[src/rtl/periph_bus_initiator.sv]
// Single-outstanding peripheral-bus initiator: latches an upstream command, issues req/gnt, waits
// for the matching ID response and returns it. Optional abort timeout via PERIPH_INIT_TIMEOUT_EN.
module periph_bus_initiator #(
  parameter int unsigned ID_WIDTH       = 5,
  parameter int unsigned ID_VALUE       = 0,
  parameter int unsigned TIMEOUT_CYCLES = 255
) (
  input  logic                clk_i,
  input  logic                rst_ni,
  input  logic                cmd_valid_i,
  output logic                cmd_ready_o,
  input  logic [31:0]         cmd_addr_i,
  input  logic                cmd_wen_i,
  input  logic [31:0]         cmd_wdata_i,
  input  logic [3:0]          cmd_be_i,
  output logic                rsp_valid_o,
  input  logic                rsp_ready_i,
  output logic [31:0]         rsp_rdata_o,
  output logic                rsp_err_o,
  output logic                req_o,
  output logic [31:0]         add_o,
  output logic                wen_o,
  output logic [31:0]         wdata_o,
  output logic [3:0]          be_o,
  output logic [ID_WIDTH-1:0] id_o,
  input  logic                gnt_i,
  input  logic                r_valid_i,
  input  logic                r_opc_i,
  input  logic [ID_WIDTH-1:0] r_id_i,
  input  logic [31:0]         r_rdata_i
);

  localparam logic [ID_WIDTH-1:0] IdVal = ID_WIDTH'(ID_VALUE);

  // The abort counter is 8 bits wide, so the threshold must be reachable.
  if (TIMEOUT_CYCLES < 1 || TIMEOUT_CYCLES > 255) begin : g_bad_timeout
    $error("TIMEOUT_CYCLES must be in 1..255");
  end

  typedef enum logic [1:0] {StIdle, StReq, StWait, StResp} state_e;

  state_e      r_state;
  logic [31:0] r_addr;
  logic [31:0] r_wdata;
  logic [3:0]  r_be;
  logic        r_wen;
  logic        r_req;
  logic        r_wen_o;
  logic        r_rsp_valid;
  logic [31:0] r_rsp_rdata;
  logic        r_rsp_err;

  logic w_rsp_match;
  logic w_timeout;

  assign w_rsp_match = r_valid_i && (r_id_i == IdVal);

`ifdef PERIPH_INIT_TIMEOUT_EN
  localparam logic [7:0] TimeoutLimit = 8'(TIMEOUT_CYCLES);
  logic [7:0] r_cnt;
  // Fires in the cycle the counter steps onto the threshold, so req_o is up TIMEOUT_CYCLES cycles.
  assign w_timeout = ((r_cnt + 8'd1) == TimeoutLimit);
`else
  assign w_timeout = 1'b0;
`endif

  always_ff @(posedge clk_i or negedge rst_ni) begin
    if (!rst_ni) begin
      r_state     <= StIdle;
      r_addr      <= '0;
      r_wdata     <= '0;
      r_be        <= '0;
      r_wen       <= 1'b1;
      r_req       <= 1'b0;
      r_wen_o     <= 1'b1;
      r_rsp_valid <= 1'b0;
      r_rsp_rdata <= '0;
      r_rsp_err   <= 1'b0;
`ifdef PERIPH_INIT_TIMEOUT_EN
      r_cnt       <= '0;
`endif
    end else begin
      unique case (r_state)
        StIdle: begin
          if (cmd_valid_i) begin
            r_addr  <= cmd_addr_i;
            r_wdata <= cmd_wdata_i;
            r_be    <= cmd_be_i;
            r_wen   <= cmd_wen_i;
            r_req   <= 1'b1;
            r_wen_o <= cmd_wen_i;
            r_state <= StReq;
`ifdef PERIPH_INIT_TIMEOUT_EN
            r_cnt   <= '0;
`endif
          end
        end
        StReq: begin
`ifdef PERIPH_INIT_TIMEOUT_EN
          r_cnt <= r_cnt + 8'd1;
`endif
          if (w_timeout) begin
            r_req       <= 1'b0;
            r_wen_o     <= 1'b1;
            r_rsp_err   <= 1'b1;
            r_rsp_rdata <= '0;
            r_rsp_valid <= 1'b1;
            r_state     <= StResp;
          end else if (gnt_i) begin
            r_req   <= 1'b0;
            r_wen_o <= 1'b1;
            r_state <= StWait;
          end
        end
        StWait: begin
`ifdef PERIPH_INIT_TIMEOUT_EN
          r_cnt <= r_cnt + 8'd1;
`endif
          // A matching response beats a timeout landing in the same cycle.
          if (w_rsp_match) begin
            r_rsp_err   <= r_opc_i;
            r_rsp_rdata <= (r_wen && !r_opc_i) ? r_rdata_i : 32'h0;
            r_rsp_valid <= 1'b1;
            r_state     <= StResp;
          end else if (w_timeout) begin
            r_rsp_err   <= 1'b1;
            r_rsp_rdata <= '0;
            r_rsp_valid <= 1'b1;
            r_state     <= StResp;
          end
        end
        StResp: begin
          if (rsp_ready_i) begin
            r_rsp_valid <= 1'b0;
            r_state     <= StIdle;
          end
        end
        default: r_state <= StIdle;
      endcase
    end
  end

  assign cmd_ready_o = (r_state == StIdle);
  assign req_o       = r_req;
  assign add_o       = r_addr;
  assign wen_o       = r_wen_o;
  assign wdata_o     = r_wdata;
  assign be_o        = r_be;
  assign id_o        = IdVal;
  assign rsp_valid_o = r_rsp_valid;
  assign rsp_rdata_o = r_rsp_rdata;
  assign rsp_err_o   = r_rsp_err;

endmodule
[config.mk]
export PLATFORM = sky130hd
export DESIGN_NAME = periph_bus_initiator
export DESIGN_NICKNAME = d
export VERILOG_FILES = /design/src/rtl/periph_bus_initiator.sv
export SDC_FILE = /design/constraint.sdc
export NUM_CORES = 1
export LEC_CHECK = 0
export BUFFER_PORTS_ARGS = -buffer_cell sky130_fd_sc_hd__clkbuf_2
export CORE_MARGIN = 4
export CORE_UTILIZATION = 46
export CTS_CLUSTER_DIAMETER = 80
export CTS_CLUSTER_SIZE = 12
export DETAILED_ROUTE_END_ITERATION = 7
export GPL_TIMING_DRIVEN = 0
export PLACE_DENSITY = 0.87
export SLEW_MARGIN = 0
export SYNTH_ARGS = -nofsm -noshare
export SYNTH_HDL_FRONTEND = slang
export SYNTH_SLANG_ARGS = --single-unit
export TNS_END_PERCENT = 20
[constraint.sdc]
create_clock -name clk_i -period 1.8 [get_ports clk_i]
set_clock_uncertainty 0.05 [all_clocks]
set_input_delay 0.27 -clock clk_i [delete_from_list [all_inputs] [get_ports clk_i]]
set_output_delay 0.27 -clock clk_i [all_outputs]
set_load 0.05 [all_outputs]
Word-level counts from Yosys, hierarchy flattened
Index checks and enable logic that the tools add are counted.
Storage, ports and cells
  bits in registers: 107
  logic and storage cells: 44
  bits of input ports: 113
  output and inout port bits: 110
Cells by class
  reduce and logical (&&, ||, !) cells: 12
  equal/unequal tests: 7
  mux-type cells: 15
Operators by type and width (number)
  32-bit 2-to-1 mux: 1
  2-bit 2-to-1 mux: 4
  2-bit != test (second input constant): 4
  2-bit case mux with 4 select lines: 1
  1-bit 2-to-1 mux: 6
  1-bit case mux with 2 select lines: 3
  3-bit AND reduction: 2
  5-bit zero test: 1
  2-bit equality test (second input constant): 2
  2-bit AND reduction: 2
  4-bit AND reduction: 1
  2-bit nonzero test: 2
  2-bit by 1-bit equality test with 1-bit output (second input constant): 1
  1-bit logical AND: 2
  2-bit zero test: 1
  1-bit zero test: 1

Logic depth before layout (Yosys ltp)
  depth after elaboration: 4
  depth in mapped cells: 6
  mapped depth without buffers: 5

Least setup slack after synthesis
No wires, ideal clock.
  path type: register -> register
  from: reg r_state[0]
  to: reg r_addr[10] (netlist: add_o[10])
  arrival time: 1.740 ns
  path slack: -0.115 ns
  clock period less this slack: 1.915 ns
  buffers on the path: 1
  cell stages (with the launch flop): 6
  required time: 1.625 ns
  library setup time: 0.125 ns
  path through: dfrtp_1 > inv_1 > ha_1 > nand2_1 > buf_2 > mux2_2
On the way
  longest elaborated chain between the ends: 2
Ends and longest elaborated chain
  start: declaration: line 42  | state_e r_state;
  start signal: assignment: line 69  | r_state <= StIdle;
  start signal: assignment: line 92  | r_state <= StReq;
  start signal: assignment: line 108  | r_state <= StResp;
  2-bit zero test
  net cmd_ready_o: line 11  | output logic cmd_ready_o,
  2-bit AND reduction (no source line)
  end signal: assignment: line 86  | r_addr <= cmd_addr_i;
  end: declaration: line 43  | logic [31:0] r_addr;
The timed path passes the listed nets, and every way through them passes these cells.
A chain may end at the register's enable or synchronous reset.

Worst setup path after layout
  from: reg r_state[0]
  to: out cmd_ready_o
On the way
  longest elaborated chain between the ends: 1
Ends and longest elaborated chain
  2-bit zero test: line 143  | assign cmd_ready_o = (r_state == StIdle);
  end: declaration: line 11
No other way between the ends.

==> results.yml <==
outcome:
  status: "completed"
layout:
  area_delta_synth_final_pct: 33.9
  drive_above_1_share_pct: 57.2
  final_common_cell: "clkbuf_2"
  nets: 682
  final_cell_mix: "clkbuf_2, dfrtp_1, mux2_2, inv_1, nand2_1"
  diodes: 0
power_and_ir_drop:
  powerDensity_mw_per_mm2: 2160
  p_total_mw: 12.8
  p_leak_nw: 3.33
  vdd_drop_max_mv: 1.36
die:
  initial_utilization_pct: 47.5
  ios: 223
  core_area_sq_mm: 0.00933
  die_h_um: 106
  die_x_um: 106
  dieArea_sq_mm: 0.0113
  rows: 35
placed_design:
  portBuffers: 217
  gp_congestion: 0.780
  pre_cts_slack_ns: -0.0827
  hpwl_um: 8470
cts:
  clkTransAtPathRegs_ns: 0.11
  cts_buffer_depth: 2
  cts.sinks: 107
  post-cts-setup-buffer-count: 0
  cts_max_level: 3
  clock_latency_ns: 0.34
  cts_tree: "built"
  root_buffer: "clkbuf_8"
  cts-buffers-inserted: 9
timing:
  slew_violations: 0
  rsz0062_at_grt: "true"
  final.min_clock_period_ns: 1.70
  fmax_mhz: 590
  setup_ws_ns: 0.105
  setup_viol: 0
  maxSlewHeadroom_pct: 62.6
  hold_violations: 0
  max_slew.worst_pin.slew_ns: 0.562
  finalCritPeriodShare_pct: 94.2
drt:
  vias: 3263
  viasPerCell: 4.68
  drt_iter0_drc: 65
  drt-total-wl_um: 10500
  final_antenna_net_count: 0
  drc: 0
  first_pass_iters: 4
  wl_per_cell_um: 15.1
synth:
  synth_area_sq_mm: 0.00443
  postSynthAreaPerCell_sq_um: 13.4
  synth_seq_cells: 107
  yosys_warnings: 0
  ys_seq_area_share_pct: 60.4
  netlist_instances: 330
  synthDistinctLibCells: 29
setup_path:
  cp.depth: 3
  setup.worst_path.end: "cmd_ready_o"
  path_class: "flop to output pin"
  startpoint: "r_state[0]$_DFFE_PN0P_"
  cpLargestDelayFamily: "flip-flops"
  cp-end-kind: "output pin"
  max_stage_delay_ns: 0.42
  path_buf_inv: 2
  startpoint_type: "flop"
  crit_arrival_ns: 1.38
  crit_path_cell_trace: "inv_1, ha_4, buf_4"
  r2r_start: "r_state[0]$_DFFE_PN0P_"
  path_max_fanout: 5
  worst_r2r_endpoint: "add_o[9]$_DFFE_PN0P_"
  crit_path_top_delay_cell: "dfrtp_1"
  worstRegToRegCells: 5
  timing.reg2reg.setup_slack_ns: 0.11
  cp.required_ns: 1.48
grt:
  grt-ovfl-total: 0
  grt_pass1_vias: 3592
  grt_pass1_wl_um: 17100
  grt_max_degree: 70
  grt_usage_pct: 18.8
  antenna_found_initial: 0
min_path:
  hp-start: "r_rdata_i[24]"
  hold_class: "input pin to flop"
run:
  drv_cap: 0
-- per-layer routing --
layer,global-route usage [%],share of wire (%)
met1,22.3,37
met2,33.3,53
met3,4.92,7.9
met4,5.92,1.7
met5,0,0
-- worst min-delay path: cells and delay by family --
family	cells	cell delay [ns]
buffers and inverters	1	0.08
muxes	1	0.05
and+or+nand+nor	1	0.04
-- through the flow --
stage | utilization, % | instance area, sq um | hold WS (ns) | std cells | setup TNS, ns
2_1_floorplan | - | 4450 | -0.0756 | 334 | 0
3_3_place_gp | 61.1 | 5700 | 0.435 | 680 | -98.37
3_5_place_dp | 61.4 | 5730 | 0.272 | 681 | -2.83
4_1_cts | 63.6 | 5930 | 0.0440 | 697 | -0.00260
5_1_grt | 63.7 | 5940 | 0.0529 | 697 | -0.0107
6_report | 63.7 | 5940 | 0.0675 | 697 | 0
-- cells in the mapped netlist, drive strengths merged --
master,instances,share of area [%]
and2b,1,0.17
a211oi,1,0.17
a31oi,1,0.14
nor2b,1,0.14
and4b,1,0.23
clkbuf,4,0.34
a21oi,5,0.56
mux2,70,18
o211ai,1,0.17
nand2,36,3.0
inv,36,3.0
conb,1,0.085
a211o,2,0.40
ha,5,1.4
nand3,1,0.40
nand4,1,0.14
buf,15,2.4
dfstp,2,1.2
o22ai,1,0.14
nor4,1,0.48
a31o,1,0.20
nor2,1,0.085
dfrtp,105,59
and4,1,0.20
o2bb2ai,1,0.20
nand2b,3,0.42
mux2i,32,7.2
-- how the worst min path moves through the flow --
| stage | end | slack [ns] | cells after the start |
|---|---|---|---|
| 2_1_floorplan | add_o[0]$_DFFE_PN0P_ | -0.08 | 0 |
| 3_3_place_gp | add_o[8]$_DFFE_PN0P_ | 0.44 | 1 |
| 3_5_place_dp | rsp_rdata_o[4]$_DFFE_PN0P_ | 0.27 | 1 |
| 4_1_cts | rsp_rdata_o[24]$_DFFE_PN0P_ | 0.04 | 3 |
| 5_1_grt | rsp_rdata_o[29]$_DFFE_PN0P_ | 0.05 | 3 |
| 6_report | rsp_rdata_o[24]$_DFFE_PN0P_ | 0.07 | 3 |
-- power breakdown --
part	switching, mW	internal [mW]
clock network	0.790	0.508
logic	5.42	1.99
registers	0.600	3.54
total	6.81	6.04
-- flip-flops by register name, indices dropped and copies added (netlist names) --
name         flops
add_o           32
rsp_rdata_o     32
wdata_o         32
be_o             4
r_state          2
r_wen            1
req_o            1
rsp_err_o        1
rsp_valid_o      1
wen_o            1
-- layout make-up --
| class | instances | area [sq um] |
|---|---|---|
| clock inverter | 5 | 38.8 |
| clock buffer | 10 | 128 |
| buffer | 19 | 140 |
| sequential | 107 | 2680 |
| multi-input combinational | 172 | 1530 |
| inverter | 36 | 135 |
| fill | 754 | 3390 |
| tap | 129 | 161 |
| timing repair buffer | 219 | 1130 |
-- cells by family after synthesis --
logic type                 share of synthesized area (%)
muxes                                               25.0
AOI/OAI and AO/OA                                   1.98
and+or+nand+nor                                     5.31
other                                             0.0846
adders and majority gates                           1.41
buffers and inverters                               5.78
DFF                                                 60.4
-- repair_timing --
| action | CTS | global route |
|---|---|---|
| hold buffers | 1 | 0 |
| endpoints found under the setup margin | 70 | 6 |
| hold endpoints to repair | 37 | 0 |
| gates resized for setup | 9 | 4 |
Note: power is estimated with default switching activity, not from simulation.
